===== src/rtl/regbank_ctrl_if.sv =====
// Purpose: bundles the command, response and register-bank signals of regbank_ctrl.
// Latency: none; this is wiring only.
// Backpressure: cmd_valid/cmd_ready and rsp_valid/rsp_ready are valid-ready pairs.
// Ports (slave = controller side):
//   cmd_*        command channel (op, dst, src1, src2, imm) into the controller
//   rsp_*        response channel (data, carry) out of the controller
//   rb_*         select/write lines to the 4-entry bank and its combinational read data
interface regbank_ctrl_if #(
  parameter int DATA_W = 32
);
  // command channel
  logic              cmd_valid;
  logic              cmd_ready;
  logic [1:0]        cmd_op;
  logic [1:0]        cmd_dst;
  logic [1:0]        cmd_src1;
  logic [1:0]        cmd_src2;
  logic [DATA_W-1:0] cmd_imm;

  // response channel
  logic              rsp_valid;
  logic              rsp_ready;
  logic [DATA_W-1:0] rsp_data;
  logic              rsp_carry;

  // register bank port
  logic [1:0]        rb_sr1;
  logic [1:0]        rb_sr2;
  logic [1:0]        rb_dr;
  logic              rb_write;
  logic [DATA_W-1:0] rb_wrData;
  logic [DATA_W-1:0] rb_rdData1;
  logic [DATA_W-1:0] rb_rdData2;

  // Controller side.
  modport slave (
    input  cmd_valid, cmd_op, cmd_dst, cmd_src1, cmd_src2, cmd_imm,
    output cmd_ready,
    output rsp_valid, rsp_data, rsp_carry,
    input  rsp_ready,
    output rb_sr1, rb_sr2, rb_dr, rb_write, rb_wrData,
    input  rb_rdData1, rb_rdData2
  );

  // Command source / response sink / bank side.
  modport master (
    output cmd_valid, cmd_op, cmd_dst, cmd_src1, cmd_src2, cmd_imm,
    input  cmd_ready,
    input  rsp_valid, rsp_data, rsp_carry,
    output rsp_ready,
    input  rb_sr1, rb_sr2, rb_dr, rb_write, rb_wrData,
    output rb_rdData1, rb_rdData2
  );
endinterface


===== src/rtl/regbank_ctrl.sv =====
// Purpose: sequences LOAD/MOVE/ADD/READ commands against an external 4-entry register bank.
// Latency: accept at edge T, bank write during cycle T+2, response valid from T+3 (4-cycle minimum spacing).
// Backpressure: cmd_ready only in IDLE; the response holds stable in RSP until rsp_ready.
// Ports:
//   clk  - single clock, all state changes on its rising edge
//   rst  - asynchronous active-high reset; aborts any command in flight
//   bus  - regbank_ctrl_if.slave: command channel, response channel, bank select/write lines
module regbank_ctrl #(
  parameter int DATA_W = 32
) (
  input  logic         clk,
  input  logic         rst,
  regbank_ctrl_if.slave bus
);

  localparam logic [1:0] OP_LOAD = 2'd0;
  localparam logic [1:0] OP_MOVE = 2'd1;
  localparam logic [1:0] OP_ADD  = 2'd2;
  localparam logic [1:0] OP_READ = 2'd3;

  typedef enum logic [1:0] {
    S_IDLE = 2'd0,
    S_RD   = 2'd1,
    S_WR   = 2'd2,
    S_RSP  = 2'd3
  } state_t;

  state_t r_state;
  state_t w_next;

  // Fields latched at acceptance; the cmd_* inputs are ignored afterwards.
  logic [1:0]        r_op;
  logic [1:0]        r_dst;
  logic [1:0]        r_src1;
  logic [1:0]        r_src2;
  logic [DATA_W-1:0] r_imm;

  // Operands captured from the bank at the end of RD.
  logic [DATA_W-1:0] r_a;
  logic [DATA_W-1:0] r_b;

  logic              w_accept;
  logic [DATA_W:0]   w_sum;
  logic [DATA_W-1:0] w_result;
  logic              w_carry;

  assign w_accept = bus.cmd_valid && (r_state == S_IDLE);

  // ---------------------------------------------------------------
  // FSM: state register
  // ---------------------------------------------------------------
  always_ff @(posedge clk or posedge rst) begin
    if (rst) begin
      r_state <= S_IDLE;
    end else begin
      r_state <= w_next;
    end
  end

  // ---------------------------------------------------------------
  // FSM: next state
  // ---------------------------------------------------------------
  always_comb begin
    w_next = r_state;
    case (r_state)
      S_IDLE:  if (w_accept) w_next = S_RD;
      S_RD:    w_next = S_WR;
      S_WR:    w_next = S_RSP;
      S_RSP:   if (bus.rsp_ready) w_next = S_IDLE;
      default: w_next = S_IDLE;
    endcase
  end

  // ---------------------------------------------------------------
  // Command latch and operand capture
  // ---------------------------------------------------------------
  always_ff @(posedge clk or posedge rst) begin
    if (rst) begin
      r_op   <= OP_LOAD;
      r_dst  <= 2'd0;
      r_src1 <= 2'd0;
      r_src2 <= 2'd0;
      r_imm  <= '0;
      r_a    <= '0;
      r_b    <= '0;
    end else begin
      if (w_accept) begin
        r_op   <= bus.cmd_op;
        r_dst  <= bus.cmd_dst;
        r_src1 <= bus.cmd_src1;
        r_src2 <= bus.cmd_src2;
        r_imm  <= bus.cmd_imm;
      end
      // The bank read ports are already pointed at src1/src2 during RD,
      // so operands reflect the bank before this command's own write.
      if (r_state == S_RD) begin
        r_a <= bus.rb_rdData1;
        r_b <= bus.rb_rdData2;
      end
    end
  end

  // ---------------------------------------------------------------
  // Result datapath
  // ---------------------------------------------------------------
  // Built only from latched registers, so rb_wrData/rsp_data change only
  // when a new command is accepted or operands are captured.
  assign w_sum = {1'b0, r_a} + {1'b0, r_b};

  always_comb begin
    w_result = '0;
    w_carry  = 1'b0;
    case (r_op)
      OP_LOAD: w_result = r_imm;
      OP_MOVE: w_result = r_a;
      OP_ADD: begin
        w_result = w_sum[DATA_W-1:0];
        w_carry  = w_sum[DATA_W];
      end
      OP_READ: w_result = r_a;
      default: w_result = '0;
    endcase
  end

  // ---------------------------------------------------------------
  // Outputs
  // ---------------------------------------------------------------
  assign bus.cmd_ready = (r_state == S_IDLE);

  assign bus.rsp_valid = (r_state == S_RSP);
  assign bus.rsp_data  = w_result;
  assign bus.rsp_carry = w_carry;

  // Selects follow the latched fields and therefore hold between commands.
  assign bus.rb_sr1    = r_src1;
  assign bus.rb_sr2    = r_src2;
  assign bus.rb_dr     = r_dst;
  assign bus.rb_wrData = w_result;
  // Decoded from the state register, so an asynchronous reset removes the
  // write strobe immediately.
  assign bus.rb_write  = (r_state == S_WR) && (r_op != OP_READ);

endmodule


===== src/flat_wrapper.sv =====
// flat-port wrapper written by rule: the top's interface ports become plain ports
module regbank_ctrl_flat 
#(
  parameter int DATA_W = 32
)
  (clk, rst, bus_cmd_valid, bus_cmd_op, bus_cmd_dst, bus_cmd_src1, bus_cmd_src2, bus_cmd_imm, bus_cmd_ready, bus_rsp_valid, bus_rsp_data, bus_rsp_carry, bus_rsp_ready, bus_rb_sr1, bus_rb_sr2, bus_rb_dr, bus_rb_write, bus_rb_wrData, bus_rb_rdData1, bus_rb_rdData2);
  regbank_ctrl_if #(.DATA_W(DATA_W)) bus_i ();
  input  logic clk;
  input  logic rst;
  input wire logic [$bits(bus_i.cmd_valid)-1:0] bus_cmd_valid;
  input wire logic [$bits(bus_i.cmd_op)-1:0] bus_cmd_op;
  input wire logic [$bits(bus_i.cmd_dst)-1:0] bus_cmd_dst;
  input wire logic [$bits(bus_i.cmd_src1)-1:0] bus_cmd_src1;
  input wire logic [$bits(bus_i.cmd_src2)-1:0] bus_cmd_src2;
  input wire logic [$bits(bus_i.cmd_imm)-1:0] bus_cmd_imm;
  output wire logic [$bits(bus_i.cmd_ready)-1:0] bus_cmd_ready;
  output wire logic [$bits(bus_i.rsp_valid)-1:0] bus_rsp_valid;
  output wire logic [$bits(bus_i.rsp_data)-1:0] bus_rsp_data;
  output wire logic [$bits(bus_i.rsp_carry)-1:0] bus_rsp_carry;
  input wire logic [$bits(bus_i.rsp_ready)-1:0] bus_rsp_ready;
  output wire logic [$bits(bus_i.rb_sr1)-1:0] bus_rb_sr1;
  output wire logic [$bits(bus_i.rb_sr2)-1:0] bus_rb_sr2;
  output wire logic [$bits(bus_i.rb_dr)-1:0] bus_rb_dr;
  output wire logic [$bits(bus_i.rb_write)-1:0] bus_rb_write;
  output wire logic [$bits(bus_i.rb_wrData)-1:0] bus_rb_wrData;
  input wire logic [$bits(bus_i.rb_rdData1)-1:0] bus_rb_rdData1;
  input wire logic [$bits(bus_i.rb_rdData2)-1:0] bus_rb_rdData2;
  assign bus_i.cmd_valid = bus_cmd_valid;
  assign bus_i.cmd_op = bus_cmd_op;
  assign bus_i.cmd_dst = bus_cmd_dst;
  assign bus_i.cmd_src1 = bus_cmd_src1;
  assign bus_i.cmd_src2 = bus_cmd_src2;
  assign bus_i.cmd_imm = bus_cmd_imm;
  assign bus_cmd_ready = bus_i.cmd_ready;
  assign bus_rsp_valid = bus_i.rsp_valid;
  assign bus_rsp_data = bus_i.rsp_data;
  assign bus_rsp_carry = bus_i.rsp_carry;
  assign bus_i.rsp_ready = bus_rsp_ready;
  assign bus_rb_sr1 = bus_i.rb_sr1;
  assign bus_rb_sr2 = bus_i.rb_sr2;
  assign bus_rb_dr = bus_i.rb_dr;
  assign bus_rb_write = bus_i.rb_write;
  assign bus_rb_wrData = bus_i.rb_wrData;
  assign bus_i.rb_rdData1 = bus_rb_rdData1;
  assign bus_i.rb_rdData2 = bus_rb_rdData2;
  regbank_ctrl #(.DATA_W(DATA_W)) u_core (.clk(clk), .rst(rst), .bus(bus_i));
endmodule

===== config.mk =====
export PLATFORM = sky130hd
export DESIGN_NAME = regbank_ctrl_flat
export DESIGN_NICKNAME = d
export VERILOG_FILES = /design/src/rtl/regbank_ctrl_if.sv /design/src/rtl/regbank_ctrl.sv /design/src/flat_wrapper.sv
export SDC_FILE = /design/constraint.sdc
export NUM_CORES = 1
export LEC_CHECK = 0
export CORE_MARGIN = 3
export CORE_UTILIZATION = 35
export CTS_BUF_LIST = sky130_fd_sc_hd__clkbuf_2
export CTS_CLUSTER_SIZE = 20
export DETAILED_ROUTE_END_ITERATION = 8
export PLACE_DENSITY = 0.74
export SLEW_MARGIN = 0
export SYNTH_ARGS = -nofsm -noshare
export SYNTH_HDL_FRONTEND = slang
export SYNTH_SLANG_ARGS = --single-unit

===== constraint.sdc =====
create_clock -name clk -period 3.33 [get_ports clk]
set_input_delay 0.666 -clock clk [delete_from_list [all_inputs] [get_ports clk]]
set_output_delay 0.666 -clock clk [all_outputs]
set_load 0.02 [all_outputs]

==> results of run 1 <==
[routing by layer]
metal  vias to the layer above  wire [um]
li1                       2765          -
met4                         4        318
met5                         -         24
met2                       183       9790
met1                      2768       8370
met3                        28       1300
[synth_stat cells (all sizes together) (6+ instances only)]
| master | n |
|---|---|
| nor3b | 14 |
| nor2 | 20 |
| xnor2 | 16 |
| clkbuf | 28 |
| a211oi | 9 |
| nand2 | 41 |
| nand3 | 10 |
| a21oi | 49 |
| a21o | 17 |
| mux2i | 13 |
| inv | 17 |
| ha | 36 |
| mux2 | 101 |
| dfrtp | 106 |
| nor2b | 6 |
| xor2 | 10 |
| o21ai | 51 |
| buf | 37 |
| nand4 | 10 |
| a31oi | 8 |
[worst max-delay path, stage by stage (launching register included)]
cell	delay [ns]
sky130_fd_sc_hd__dfrtp_1	0.44
sky130_fd_sc_hd__ha_2	0.20
sky130_fd_sc_hd__inv_2	0.04
sky130_fd_sc_hd__fa_2	0.33
sky130_fd_sc_hd__nand2b_4	0.16
sky130_fd_sc_hd__a211oi_4	0.25
sky130_fd_sc_hd__o21ai_2	0.10
sky130_fd_sc_hd__a211oi_2	0.20
sky130_fd_sc_hd__buf_4	0.19
sky130_fd_sc_hd__buf_6	0.10
sky130_fd_sc_hd__o21ai_1	0.06
sky130_fd_sc_hd__o211ai_2	0.10
sky130_fd_sc_hd__xnor2_1	0.08
sky130_fd_sc_hd__o21ai_1	0.20
sky130_fd_sc_hd__buf_4	0.18
[what timing repair did]
action                                  CTS  global route
pin swaps                                69            40
cloned                                    0             0
resized for setup                       425            52
endpoints found under the setup margin   63            63
setup buffers                            19            14
[cell families (layout without fill, tap and decap cells)]
| kind of cell | after synthesis | after routing | synth area share [%] |
|---|---|---|---|
| compound gates | 161 | 161 | 15.5 |
| xor+xnor | 26 | 26 | 3.40 |
| fa+ha+maj | 37 | 37 | 7.03 |
| buf+inv | 82 | 336 | 6.71 |
| flops | 106 | 106 | 39.6 |
| mux | 114 | 114 | 18.9 |
| simple gates | 113 | 113 | 8.73 |
[sequential cells by signal (all words and copies together), names as in the netlist]
signal	flops
u_core.r_state	2
u_core.r_a	32
u_core.r_op	2
u_core.bus.rb_sr2	2
u_core.bus.rb_sr1	2
u_core.bus.rb_dr	2
u_core.r_imm	32
u_core.r_b	32
[metrics by stage]
step	hold WS, ns	cell area [um2]	instances
floorplan	0.471	6710	639
global placement	0.480	9190	1081
detailed placement	0.491	9190	1081
CTS	0.467	9820	1113
global route	0.466	10100	1122
finish	0.441	10100	1122
[worst max path at each step]
stage | slack [ns] | depth (start not counted) | from | endpoint
final | -0.62 | 14 | u_core.r_b[0] | bus_rb_wrData[24]
after global routing | -0.79 | 14 | u_core.r_b[0] | bus_rb_wrData[24]
after floorplan | 0.02 | 12 | u_core.r_a[0] | bus_rsp_data[16]
after global placement | -0.43 | 13 | u_core.r_b[0] | bus_rsp_carry
after CTS | -0.67 | 13 | u_core.r_a[0] | bus_rsp_data[28]
after detailed placement | -0.45 | 13 | u_core.r_b[0] | bus_rsp_carry
[cells in the final DEF, fill, tap and decap left out, types with 9 or more instances in the layout]
cell,instances
sky130_fd_sc_hd__buf_4,126
sky130_fd_sc_hd__clkdlybuf4s50_1,118
sky130_fd_sc_hd__dfrtp_1,104
sky130_fd_sc_hd__mux2_2,100
sky130_fd_sc_hd__buf_6,52
sky130_fd_sc_hd__nand2_1,39
sky130_fd_sc_hd__a21oi_1,29
sky130_fd_sc_hd__ha_1,25
sky130_fd_sc_hd__o21ai_2,18
sky130_fd_sc_hd__o21ai_0,16
sky130_fd_sc_hd__nor2_1,16
sky130_fd_sc_hd__inv_1,15
sky130_fd_sc_hd__o21ai_1,15
sky130_fd_sc_hd__a21oi_2,15
sky130_fd_sc_hd__a21o_1,15
sky130_fd_sc_hd__nor3b_1,14
sky130_fd_sc_hd__mux2i_1,13
sky130_fd_sc_hd__clkbuf_2,11
sky130_fd_sc_hd__xnor2_1,10
sky130_fd_sc_hd__ha_4,9
[area by class of cell]
| type | count | area share (%) |
|---|---|---|
| Multi-Input combinational cell | 451 | 41.3 |
| Inverter | 17 | 0.670 |
| Clock buffer | 11 | 0.546 |
| Timing Repair Buffer | 303 | 27.8 |
| Sequential cell | 106 | 26.3 |
| Clock inverter | 5 | 0.546 |
| Tap cell | 229 | 2.84 |
==> impl_table.tex, run 1 <==
\begin{tabular}{lr}
\hline
Metric & Value \\
\hline
\multicolumn{2}{l}{\textbf{Clock tree}} \\
Maximum clock insertion buffer count & 2 \\
Root buffer cell & sky130\_fd\_sc\_hd\_\_clkbuf\_2 \\
Clock sink count & 106 \\
Hold buffer count at cts & 0 \\
CTS tree & yes \\
Count of H-tree levels built during CTS & 3 \\
Clock-pin slew on the worst setup and hold paths & 0.29 ns \\
Clock insertion delay at the later pin of the skew report & 0.66 ns \\
Number of buffers added by the clock tree synthesis step & 9 \\
\multicolumn{2}{l}{\textbf{Worst setup path}} \\
Destination of the worst register-to-register timing path & u\_core.r\_a[12] \\
Number of cells on the worst reg-to-reg path & 4 \\
Reg-to-reg critical path startpoint & u\_core.r\_state[1] \\
Critical path fanouts, max & 3 \\
Critical Path AT & 3.29 ns \\
Kind of start point of the critical path & register \\
Endpoint class of the critical path & output pin \\
Setup slack on the worst flop-to-flop path & 1.36 ns \\
Path type of the worst setup path & register to output pin \\
Data required time at the worst endpoint & 2.66 ns \\
\multicolumn{2}{l}{\textbf{Hold path}} \\
Kind of path behind the tightest hold check & input port to asynchronous set/reset pin \\
\multicolumn{2}{l}{\textbf{Global route}} \\
Wire length of the first global-routing pass & 30.7 mm \\
Vias in the first global route & 5927 \\
Number of antenna violations at the first check in global routing & 2 \\
Met2 Use GR & 32.2\% \\
Maximum number of pins on one net before global-route repair & 107 \\
Routing usage on met3 & 4.53\% \\
GRT Resource Usage Total & 18.8\% \\
Fraction of met1 tracks used by global routing & 23.6\% \\
Most Crowded Layer GR & met2 \\
Final global-route overflow total & 0 \\
\multicolumn{2}{l}{\textbf{Synth}} \\
Summed instance area of the synthesized netlist & 0.00669 mm2 \\
Post-synth top flop & sky130\_fd\_sc\_hd\_\_dfrtp\_1 \\
FF+latch count, synth & 106 \\
Count of mapped cells out of synthesis & 639 \\
Largest area contributor in the netlist & sky130\_fd\_sc\_hd\_\_dfrtp\_1 \\
Count of flip-flops with a built-in enable after synthesis & 0 \\
Area share of the leading cell type in the synthesized netlist & 39.6\% \\
Most area-consuming cells after synthesis & sky130\_fd\_sc\_hd\_\_dfrtp\_1, sky130\_fd\_sc\_hd\_\_mux2\_2, sky130\_fd\_sc\_hd\_\_ha\_1 \\
Portion of the post-synthesis area used by sequential elements & 39.6\% \\
Share of async-settable or async-resettable flops after synthesis & 100\% \\
Synthesized area per cell & 10.5 um2 \\
Number of warnings reported in the yosys synthesis log & 0 \\
Library cells used by synthesis & 58 \\
Post-Synthesis Net Count & 784 \\
\multicolumn{2}{l}{\textbf{Die}} \\
DIE WIDTH & 144 um \\
Floorplan core area & 0.0184 mm2 \\
Initial core utilization & 36.4\% \\
Cell row count & 49 \\
Number of ports placed on the die boundary & 182 \\
Chip Height & 144 um \\
Die Area & 0.0208 mm2 \\
\multicolumn{2}{l}{\textbf{Final layout}} \\
Layout cells sized above 1 & 44.3\% \\
\# diodes & 0 \\
Number of filler instances in the final layout & 1602 \\
Core Util, Final & 54.8\% \\
\# nets final & 1033 \\
Syn-to-layout area delta & 50.7\% \\
Total area of sequential cells & 0.00266 mm2 \\
Multi-input logic area & 0.00416 mm2 \\
\multicolumn{2}{l}{\textbf{STA}} \\
Time the worst path needs with I/O delays and setup & 3.95 ns \\
Setup violators final & 57 \\
Worst Setup Slack, final & -0.624 ns \\
Post-route fraction of the period consumed by the critical path & 119\% \\
Slew margin rel. & 42.0\% \\
Fin. max-slew vios & 0 \\
Clock Skews & 0.0312 ns \\
Setup repair after global routing missed its margin & yes \\
Max frequency & 253 MHz \\
Final hold violations & 0 \\
Setup TNS after final layout & -25.04 ns \\
Worst-Margin Slew & 0.870 ns \\
\multicolumn{2}{l}{\textbf{Routing}} \\
First-pass DRT Iterations & 4 \\
Via count & 5748 \\
Post-route ant nets & 0 \\
Remaining design rule violation count & 0 \\
Number of DRC markers after the initial detailed-route iteration & 239 \\
Vias per std cell & 5.12 \\
Detailed-route wire length & 19.8 mm \\
Per-cell routed wire length & 17.6 um \\
\multicolumn{2}{l}{\textbf{Place}} \\
Post-placement worst setup slack & -0.449 ns \\
GP Congestion & 0.973 \\
Count of input and output buffers & 181 \\
Detail Placement HPWL & 13.9 mm \\
\multicolumn{2}{l}{\textbf{Run status}} \\
Status & finished with violations \\
Violations in the final reports & setup timing \\
\multicolumn{2}{l}{\textbf{Flow run}} \\
Max-capacitance violation count & 0 \\
\hline
\end{tabular}
Power of run 1 is left out: the tool's default activity adds up to more than one toggle a clock period on the data nets, which glitch-free logic cannot reach.
==> run 2: changes to the inputs <==
--- a/config.mk
+++ b/config.mk
@@ -8,7 +8,7 @@
 export CORE_MARGIN = 3
 export CORE_UTILIZATION = 35
 export CTS_BUF_LIST = sky130_fd_sc_hd__clkbuf_2
-export CTS_CLUSTER_SIZE = 20
+export CTS_CLUSTER_SIZE = 24
 export DETAILED_ROUTE_END_ITERATION = 8
 export PLACE_DENSITY = 0.74
 export SLEW_MARGIN = 0
==> results of run 2 <==
Final layout, timing and power as in run 1 (identical DEF).
Power of run 2 is left out for the same reason.
==> run 3: changes to the inputs <==
--- a/config.mk
+++ b/config.mk
@@ -11,6 +11,7 @@
 export CTS_CLUSTER_SIZE = 24
 export DETAILED_ROUTE_END_ITERATION = 8
 export PLACE_DENSITY = 0.74
+export SKIP_CTS_REPAIR_TIMING = 1
 export SLEW_MARGIN = 0
 export SYNTH_ARGS = -nofsm -noshare
 export SYNTH_HDL_FRONTEND = slang
==> constraint.sdc (replaced) <==
create_clock -name clk -period 3.6 [get_ports clk]
set_input_delay 0.72 -clock clk [delete_from_list [all_inputs] [get_ports clk]]
set_output_delay 0.72 -clock clk [all_outputs]
set_load 0.02 [all_outputs]
==> impl_table.tex, run 3 (synthesis gave the netlist of run 1 again) <==
\begin{tabular}{lr}
\hline
Metric & Value \\
\hline
\multicolumn{2}{l}{\textbf{STA}} \\
Slew margin rel. & 42.2\% \\
Worst-Margin Slew & 0.866 ns \\
Fin. max-slew vios & 0 \\
Final hold violations & 0 \\
Clock Skews & 0.0281 ns \\
Setup repair after global routing missed its margin & yes \\
Setup violators final & 53 \\
Max frequency & 242 MHz \\
Worst Setup Slack, final & -0.527 ns \\
Post-route fraction of the period consumed by the critical path & 115\% \\
Time the worst path needs with I/O delays and setup & 4.13 ns \\
Final worst hold slack & 0.414 ns \\
\multicolumn{2}{l}{\textbf{Worst setup path}} \\
Reg-to-reg critical path startpoint & u\_core.r\_state[1] \\
Setup slack on the worst flop-to-flop path & 1.65 ns \\
Capturing element of the worst setup path & bus\_rb\_wrData[24] \\
Endpoint class of the critical path & output pin \\
Critical Path AT & 3.41 ns \\
Start point of the critical path & u\_core.r\_a[0] \\
Path type of the worst setup path & register to output pin \\
Number of cells on the worst reg-to-reg path & 4 \\
Critical path fanouts, max & 3 \\
Data required time at the worst endpoint & 2.88 ns \\
Destination of the worst register-to-register timing path & u\_core.r\_a[21] \\
Kind of start point of the critical path & register \\
\multicolumn{2}{l}{\textbf{Hold path}} \\
Kind of path behind the tightest hold check & input port to asynchronous set/reset pin \\
\multicolumn{2}{l}{\textbf{Die}} \\
DIE WIDTH & 144 um \\
Number of ports placed on the die boundary & 182 \\
Initial core utilization & 36.4\% \\
Chip Height & 144 um \\
Cell row count & 49 \\
Die Area & 0.0208 mm2 \\
Floorplan core area & 0.0184 mm2 \\
\multicolumn{2}{l}{\textbf{Clock tree}} \\
Clock insertion delay at the later pin of the skew report & 0.63 ns \\
Clock-pin slew on the worst setup and hold paths & 0.29 ns \\
Root buffer cell & sky130\_fd\_sc\_hd\_\_clkbuf\_2 \\
Number of buffers added by the clock tree synthesis step & 9 \\
Count of H-tree levels built during CTS & 3 \\
Maximum clock insertion buffer count & 2 \\
Clock sink count & 106 \\
CTS tree & yes \\
\multicolumn{2}{l}{\textbf{Global route}} \\
Wire length of the first global-routing pass & 28.2 mm \\
Number of antenna violations at the first check in global routing & 0 \\
Final global-route overflow total & 0 \\
Vias in the first global route & 5629 \\
GRT Resource Usage Total & 17.3\% \\
Maximum number of pins on one net before global-route repair & 70 \\
\multicolumn{2}{l}{\textbf{Place}} \\
GP Congestion & 0.930 \\
Detail Placement HPWL & 13.8 mm \\
Post-placement cell area & 0.00885 mm2 \\
Count of input and output buffers & 181 \\
\multicolumn{2}{l}{\textbf{Routing}} \\
Post-route ant nets & 0 \\
First-pass DRT Iterations & 5 \\
Via count & 5523 \\
Detailed-route wire length & 18.5 mm \\
Number of DRC markers after the initial detailed-route iteration & 265 \\
Vias per std cell & 5.17 \\
Per-cell routed wire length & 17.3 um \\
Remaining design rule violation count & 0 \\
\multicolumn{2}{l}{\textbf{Final layout}} \\
Highest-count cells in the layout ignoring fill and taps & sky130\_fd\_sc\_hd\_\_clkdlybuf4s50\_1, sky130\_fd\_sc\_hd\_\_dfrtp\_1, sky130\_fd\_sc\_hd\_\_mux2\_2, sky130\_fd\_sc\_hd\_\_buf\_4, sky130\_fd\_sc\_hd\_\_nand2\_1 \\
Syn-to-layout area delta & 39.1\% \\
Layout cells sized above 1 & 35.6\% \\
\# diodes & 0 \\
Final instance area & 0.00931 mm2 \\
Core Util, Final & 50.6\% \\
Registers with the most flip-flops & u\_core.r\_a x32, u\_core.r\_b x32, u\_core.r\_imm x32 \\
\# nets final & 979 \\
Number of filler instances in the final layout & 1675 \\
Leading cell type in the layout, fill and taps excluded & sky130\_fd\_sc\_hd\_\_clkdlybuf4s50\_1 \\
\multicolumn{2}{l}{\textbf{Flow run}} \\
Max-capacitance violation count & 0 \\
\multicolumn{2}{l}{\textbf{Run status}} \\
Violations in the final reports & setup timing \\
Status & finished with violations \\
\hline
\end{tabular}
[run 3: metal layers]
metal	GRT usage [%]	vias up	wire, um
li1	-	2661	-
met4	5.40	0	338
met1	21.6	2669	7800
met5	0	-	0
met3	4.33	26	1210
met2	29.6	167	9150
[run 3: critical path, cell delays in order (launching register included)]
cell                       delay (ns)
sky130_fd_sc_hd__dfrtp_1         0.43
sky130_fd_sc_hd__ha_2            0.20
sky130_fd_sc_hd__inv_2           0.04
sky130_fd_sc_hd__fa_2            0.35
sky130_fd_sc_hd__nand2b_4        0.16
sky130_fd_sc_hd__a211oi_4        0.32
sky130_fd_sc_hd__o21ai_2         0.11
sky130_fd_sc_hd__a211oi_2        0.24
sky130_fd_sc_hd__buf_4           0.17
sky130_fd_sc_hd__buf_6           0.10
sky130_fd_sc_hd__o21ai_2         0.05
sky130_fd_sc_hd__o211ai_2        0.12
sky130_fd_sc_hd__xnor2_2         0.10
sky130_fd_sc_hd__o21ai_2         0.21
sky130_fd_sc_hd__buf_6           0.16
[run 3: final cells by class]
type | instances | area [um2] | share of cell area, %
Timing Repair Buffer | 249 | 2310 | 24.8
Clock inverter | 7 | 68.8 | 0.739
Tap cell | 229 | 287 | 3.08
Clock buffer | 9 | 45.0 | 0.484
Multi-Input combinational cell | 451 | 3880 | 41.7
Inverter | 17 | 66.3 | 0.712
Sequential cell | 106 | 2660 | 28.5
[run 3: worst min path at each step]
stage / start / end / slack (ns) / cells past startpoint
4_1_cts: rst / u_core.r_imm[0] / 0.39 / 2
6_report: rst / u_core.r_a[2] / 0.41 / 2
5_1_grt: rst / u_core.r_a[2] / 0.41 / 2
3_5_place_dp: u_core.r_imm[22] / u_core.r_imm[22] / 0.49 / 1
3_3_place_gp: u_core.r_imm[22] / u_core.r_imm[22] / 0.48 / 1
2_1_floorplan: u_core.r_imm[12] / u_core.r_imm[12] / 0.47 / 1
[run 3: through the flow]
stage	std cells	setup TNS, ns	worst slack (ns)
2_1_floorplan	639	0	0.0911
3_3_place_gp	1041	-3.99	-0.258
3_5_place_dp	1041	-4.66	-0.280
4_1_cts	1057	-47.32	-1.07
5_1_grt	1068	-24.20	-0.710
6_report	1068	-14.38	-0.527
Power of run 3 is left out for the same reason.
